### src/rtl/xc_pkg.sv
// Shared definitions for the packed multiplier: pack-width encodings,
// lane-width lookup and the FSM state type.
package xc_pkg;

  localparam logic [1:0] PW_32 = 2'd0;
  localparam logic [1:0] PW_16 = 2'd1;
  localparam logic [1:0] PW_8  = 2'd2;
  localparam logic [1:0] PW_4  = 2'd3;

  typedef enum logic [1:0] {
    ST_IDLE = 2'd0,
    ST_RUN  = 2'd1,
    ST_DONE = 2'd2
  } state_t;

  function automatic logic [5:0] lane_width(input logic [1:0] pw);
    logic [5:0] w;
    case (pw)
      PW_32:   w = 6'd32;
      PW_16:   w = 6'd16;
      PW_8:    w = 6'd8;
      default: w = 6'd4;
    endcase
    return w;
  endfunction

endpackage

### src/rtl/xc_pmul_lane_step.sv
// One shift-and-add multiplier step applied to every lane at once; each lane
// owns a 2w-bit slice of the 64-bit accumulator so carries never leave a lane.
module xc_pmul_lane_step
  import xc_pkg::*;
(
  input  logic [63:0] acc,
  input  logic [63:0] mcand,
  input  logic [31:0] mplier,
  input  logic [1:0]  pw,
  output logic [63:0] acc_next,
  output logic [63:0] mcand_next,
  output logic [31:0] mplier_next
);

  logic [63:0] acc_w    [4];
  logic [63:0] mcand_w  [4];
  logic [31:0] mplier_w [4];

  // Index g of each array is the pack-width encoding; lane width is 32 >> g.
  for (genvar g = 0; g < 4; g++) begin : g_pw
    localparam int W = 32 >> g;
    localparam int L = 32 / W;
    logic [63:0] acc_l;
    logic [63:0] mcand_l;
    logic [31:0] mplier_l;

    for (genvar i = 0; i < L; i++) begin : g_lane
      assign acc_l[i*2*W +: 2*W]   = acc[i*2*W +: 2*W] +
                                     (mplier[i*W] ? mcand[i*2*W +: 2*W] : {(2*W){1'b0}});
      assign mcand_l[i*2*W +: 2*W] = mcand[i*2*W +: 2*W] << 1;
      assign mplier_l[i*W +: W]    = mplier[i*W +: W] >> 1;
    end

    assign acc_w[g]    = acc_l;
    assign mcand_w[g]  = mcand_l;
    assign mplier_w[g] = mplier_l;
  end

  assign acc_next    = acc_w[pw];
  assign mcand_next  = mcand_w[pw];
  assign mplier_next = mplier_w[pw];

endmodule

### src/rtl/xc_pmul_unit.sv
// Iterative packed unsigned multiplier for xc.pmul.l / xc.pmul.h: one multiplier
// bit per cycle across all lanes, result returned over a valid/ready handshake.
module xc_pmul_unit
  import xc_pkg::*;
#(
  parameter int XLEN = 32
) (
  input  logic            g_clk,
  input  logic            g_rst,
  input  logic            flush,
  input  logic            req_valid,
  output logic            req_ready,
  input  logic            req_hi,
  input  logic [1:0]      req_pw,
  input  logic [XLEN-1:0] req_rs1,
  input  logic [XLEN-1:0] req_rs2,
  output logic            rsp_valid,
  input  logic            rsp_ready,
  output logic [XLEN-1:0] rsp_result
);

  state_t      state_q, state_d;
  logic [5:0]  cnt_q;
  logic [63:0] acc_q, mcand_q;
  logic [31:0] mplier_q;
  logic [1:0]  pw_q;
  logic        hi_q;
  logic [31:0] result_q;

  logic [63:0] acc_step, mcand_step;
  logic [31:0] mplier_step;
  logic [63:0] mcand_init;
  logic [31:0] result_asm;
  logic        accept;

  logic [63:0] mcand_init_w [4];
  logic [31:0] result_w     [4];

  xc_pmul_lane_step u_step (
    .acc         (acc_q),
    .mcand       (mcand_q),
    .mplier      (mplier_q),
    .pw          (pw_q),
    .acc_next    (acc_step),
    .mcand_next  (mcand_step),
    .mplier_next (mplier_step)
  );

  // Multiplicand lanes are zero-extended into 2w-bit slots; results take the
  // low or high half of each 2w-bit product slot.
  for (genvar g = 0; g < 4; g++) begin : g_pw
    localparam int W = 32 >> g;
    localparam int L = 32 / W;
    logic [63:0] mc_l;
    logic [31:0] res_l;

    for (genvar i = 0; i < L; i++) begin : g_lane
      assign mc_l[i*2*W +: 2*W] = {{W{1'b0}}, req_rs1[i*W +: W]};
      assign res_l[i*W +: W]    = hi_q ? acc_step[i*2*W + W +: W] : acc_step[i*2*W +: W];
    end

    assign mcand_init_w[g] = mc_l;
    assign result_w[g]     = res_l;
  end

  assign mcand_init = mcand_init_w[req_pw];
  assign result_asm = result_w[pw_q];
  assign accept     = (state_q == ST_IDLE) && req_valid && !flush;
  assign rsp_result = result_q;

  always_comb begin
    state_d   = state_q;
    req_ready = 1'b0;
    rsp_valid = 1'b0;
    case (state_q)
      ST_IDLE: begin
        req_ready = 1'b1;
        if (req_valid) state_d = ST_RUN;
      end
      ST_RUN: begin
        if (cnt_q == 6'd1) state_d = ST_DONE;
      end
      ST_DONE: begin
        rsp_valid = 1'b1;
        if (rsp_ready) state_d = ST_IDLE;
      end
      default: state_d = ST_IDLE;
    endcase
    if (flush) state_d = ST_IDLE;
  end

  always_ff @(posedge g_clk) begin
    if (g_rst) begin
      state_q  <= ST_IDLE;
      cnt_q    <= 6'd0;
      acc_q    <= 64'd0;
      mcand_q  <= 64'd0;
      mplier_q <= 32'd0;
      pw_q     <= PW_32;
      hi_q     <= 1'b0;
      result_q <= 32'd0;
    end else begin
      state_q <= state_d;
      if (accept) begin
        acc_q    <= 64'd0;
        mcand_q  <= mcand_init;
        mplier_q <= req_rs2;
        pw_q     <= req_pw;
        hi_q     <= req_hi;
        cnt_q    <= lane_width(req_pw);
      end else if (state_q == ST_RUN && !flush) begin
        acc_q    <= acc_step;
        mcand_q  <= mcand_step;
        mplier_q <= mplier_step;
        cnt_q    <= cnt_q - 6'd1;
        // Capture the result on the final step so it stays fixed throughout DONE.
        if (cnt_q == 6'd1) result_q <= result_asm;
      end
    end
  end

endmodule

### config.mk
export PLATFORM = sky130hd
export DESIGN_NAME = xc_pmul_unit
export DESIGN_NICKNAME = d
export VERILOG_FILES = /design/src/rtl/xc_pkg.sv /design/src/rtl/xc_pmul_lane_step.sv /design/src/rtl/xc_pmul_unit.sv
export SDC_FILE = /design/constraint.sdc
export NUM_CORES = 1
export LEC_CHECK = 0
export ABC_AREA = 1
export BUFFER_PORTS_ARGS = -buffer_cell sky130_fd_sc_hd__clkbuf_2
export CELL_PAD_IN_SITES_DETAIL_PLACEMENT = 1
export CELL_PAD_IN_SITES_GLOBAL_PLACEMENT = 1
export CORE_UTILIZATION = 47
export DETAILED_ROUTE_END_ITERATION = 12
export GPL_TIMING_DRIVEN = 0
export PLACE_DENSITY = 0.93
export SYNTH_ARGS = -nofsm -noshare
export SYNTH_HDL_FRONTEND = slang
export SYNTH_HIERARCHICAL = 1
export SYNTH_SLANG_ARGS = --single-unit
### constraint.sdc
create_clock -name g_clk -period 8.4 [get_ports g_clk]
set_clock_uncertainty 0.2 [all_clocks]
set_input_delay 0.84 -clock g_clk [delete_from_list [all_inputs] [get_ports g_clk]]
set_output_delay 0.84 -clock g_clk [all_outputs]
set_load 0.02 [all_outputs]
==> impl_results.md <==
- CP arrival: 6.19 ns
- Setup CP Type: register to register
- PortBufs: slightly above 100
- Top cells by area, synth: nand2_1 (24%), dfxtp_1 (17%), inv_1 (10%)
- GRT Overall Usage: 45.5%
- Synth cell count leaders: nand2_1 (1514), inv_1 (641), a21oi_1 (375)
- Sum Neg Setup Slack: 0 ns
- Fill cell count: around 7.4k
- Antenna viol nets, final: 0
- Ports: approximately 110
- Hold crit path type: register to register
- DP Area: between 0.02 and 0.025 mm^2
- Die area: just over 0.05 mm^2
- Pwr dens: roughly 110 mW/mm^2
- Worst Max-Slew Pin Slew: 1.60 ns
- Antenna cells: 0
- Top-count cell post-synth: nand2_1
- Initial antenna violation count: 3
- Post-synth EDFFs: 0
- Delay-heaviest family, CP: simple AND/OR/NAND/NOR gates
- R2r startpoint: mplier_q[0]
- Hold Buf Count CTS: 0
- Worst reg2reg setup slack: between 2 and 2.5 ns
- Max stage delay on crit path: between 1 and 1.5 ns
- Achievable frequency: 167 MHz
- Crit. End Element: register
- Critical hold path startpoint: acc_q[2]
- Min Tclk post-route: 5.97 ns
- Unrepaired setup endpoints after global routing: no
- Period utilization: approximately 71%
- Pin count of the biggest net entering global routing: 14
- 1st-pass router iterations: 5
- Worst EP required: 8.61 ns
- Syn Inst Count: approximately 4.3k
- Slew margin rel.: -6.39%
- Final Hold Vio Count: 0
- Number of global-route vias before repair: roughly 30k
- Post-CTS resize count: 0
- Clock slew at reported path FFs: approximately 0.07 ns
- CTS tree: yes
- Post-synth ARST share: 0%
- Hold endpoint: acc_q[2]
- Root buf cell: clkbuf_16
- Synth warnings: 6
- Critical Path Start Type: register
- Crit Path Max Fanout: 10
- Max Cap Viol: 1
- Synth cell types: 53
- Register area share after synthesis: approximately 17%
- TritonCTS Buffers: 22
- P&R area growth vs syn: 9.23%
- Gpl congestion: approximately 1.0
- Synth top area share: between 20 and 25%
- Vias: ~30k
- Yosys top cell by area: nand2_1
- Core box area: about 0.049 mm^2
- Die Wd: 225 um
- Leak pwr: approximately 14 nW
- Final setup viols: 0
- Synthesized flop and latch total: around 200
- FP Rows: 81
- Peak VDD IR: approximately 0.15 mV
- First-pass GRT wire length: roughly 170 mm
- Worst path cell trace: clkbuf_1, clkbuf_1, nand2_1, inv_1, ha_1, nand2_1, nor2_1, nand2_1, clkinv_1, nand2_1, nand2_1, nand2_1, nand2_1, nor2_1, nor3_1, a31oi_1, nand2_1, nand2_1, nand2_1, nand2_1, nand2_1, nand2_1, nor2_1, nor2_1
- Num Clock Sinks: approximately 200
- Crit-path most repeated cell: nand2_1
- Prevailing post-synth register cell: dfxtp_1
- Post-synthesis cell area: approximately 0.023 mm^2
- Syn Area/Cell: roughly 5.5 um^2
- Design area: 0.0256 mm^2
- Setup Buffers After CTS: 0
- CTS H-tree lvls: 1
- Gr ovfl total: 0
- Outcome: complete, but fails checks
- Reg2reg path depth: 24
- Initial Util: about 48%
- Worst skew pair latency: 0.54 ns
- WP buf/inv: 4
- Die Y-Extent: ~230 um
- Final nets: around 4.7k
- # DRC: 0
- Wire length per cell: approximately 23 um
- Longest Clk Path Bufs: 3
- Detail Placement HPWL: ~94 mm
- Slowest-stage cell, CP: clkbuf_1
- Share of cells above drive strength 1: under 10%
- Vias per cell: 5.87
- Slew Viols, Final: 11
- R2r endpoint: rsp_result[14]
- Failing checks: capacitance limit, slew limit
- First DRT Iteration DRCs: slightly below 3k
- Hold depth: 2
- Routed WL: approximately 120 mm
## worst reg2reg max path, stage by stage, from the launching register on
cell      delay, ns
dfxtp_1        0.34
clkbuf_1       1.16
clkbuf_1       0.44
nand2_1        0.13
inv_1          0.13
ha_1           0.23
nand2_1        0.20
nor2_1         0.42
nand2_1        0.18
clkinv_1       0.09
nand2_1        0.06
nand2_1        0.21
nand2_1        0.15
nand2_1        0.21
nor2_1         0.06
nor3_1         0.43
a31oi_1        0.27
nand2_1        0.20
nand2_1        0.06
nand2_1        0.09
nand2_1        0.05
nand2_1        0.05
nand2_1        0.06
nor2_1         0.37
nor2_1         0.08
## how the worst max path moves through the flow
stage | slack (ns) | cells after the start | end | start
5_1_grt | 2.39 | 24 | rsp_result[14] | mplier_q[0]
6_report | 2.43 | 24 | rsp_result[14] | mplier_q[0]
3_3_place_gp | 3.12 | 24 | rsp_result[14] | mplier_q[0]
3_5_place_dp | 3.03 | 24 | rsp_result[14] | mplier_q[0]
2_1_floorplan | 5.37 | 27 | rsp_result[13] | mplier_q[0]
4_1_cts | 2.93 | 24 | rsp_result[14] | mplier_q[0]
## layout make-up
type / instances / area (um^2) / area share, %
Sequential cell: 203 / 4060 / 15.9
Tap cell: 664 / 831 / 3.25
Clock inverter: 8 / 169 / 0.660
Clock buffer: 30 / 642 / 2.51
Multi-Input combinational cell: 3174 / 15500 / 60.4
Inverter: 678 / 2540 / 9.95
Buffer: 238 / 1360 / 5.30
Timing Repair Buffer: 103 / 515 / 2.02
## kinds of logic (layout without fill, tap and decap cells)
logic type / count (synthesis) / count (layout) / synth area share, %
compound gates: 670 / 670 / 14.9
xor+xnor: 47 / 47 / 1.76
fa+ha+maj: 162 / 162 / 8.91
buf+inv: 916 / 1057 / 16.7
flops: 203 / 203 / 17.4
mux: 1 / 1 / 0.0427
other cells: 1 / 2 / 0.0160
simple gates: 2292 / 2292 / 40.4
## layout by cell type, fill, tap and decap left out, types with 6 or more instances in the layout
master / Yosys / layout
nor2_1: 308 / 308
nand3_1: 310 / 310
dfxtp_1: 203 / 203
ha_1: 154 / 154
xnor2_1: 24 / 24
xor2_1: 23 / 23
buf_2: 37 / 37
nand4_1: 19 / 19
buf_4: 93 / 93
clkbuf_2: 0 / 103
inv_1: 641 / 641
nand2_1: 1514 / 1514
clkbuf_16: 0 / 23
buf_6: 9 / 9
a21oi_1: 375 / 375
clkbuf_1: 89 / 92
a21o_1: 7 / 7
a31oi_1: 7 / 7
o21ai_0: 204 / 204
buf_1: 10 / 10
inv_2: 31 / 31
clkinv_1: 6 / 6
nor3_1: 45 / 45
nor2_2: 18 / 18
nand3b_1: 11 / 11
o21ai_1: 36 / 36
or2_2: 21 / 21
o21bai_1: 18 / 18
fa_1: 8 / 8
nand2_2: 11 / 11
## metal layers
| layer | part of all wire [%] | vias up | global-route usage [%] |
|---|---|---|---|
| met5 | 0.022 | - | 0 |
| met4 | 7.3 | 4 | 30.1 |
| met3 | 10 | 472 | 9.61 |
| met2 | 43 | 1651 | 71.9 |
| met1 | 39 | 14200 | 55.8 |
| li1 | - | 13600 | - |
## stage by stage
step	total power, W	setup WS [ns]	instances	hold slack [ns]	util [%]
5_1_grt	0.00278	2.39	5098	0.313	52.1
2_1_floorplan	0.00135	5.37	4293	0.244	-
3_5_place_dp	0.00157	3.03	5060	0.265	50.5
3_3_place_gp	0.00155	3.12	5060	0.254	50.5
4_1_cts	0.00269	2.93	5098	0.286	52.1
6_report	0.00273	2.43	5098	0.285	52.1
## report_power, final
part	internal (W)	leakage (nW)	switching (W)
clock	0.000688	0.399	0.000448
sequential	0.000997	1.65	0.0000782
combinational	0.000159	12.4	0.000356
total	0.00184	14.5	0.000882
## sequential cells by signal, summed over array words and instances (netlist names)
| register | count |
|---|---|
| state_q | 2 |
| cnt_q | 6 |
| pw_q | 2 |
| mcand_q | 64 |
| acc_q | 64 |
| hi_q | 1 |
| mplier_q | 32 |
| rsp_result | 32 |
No activity file was read; power rests on OpenSTA's default activity.
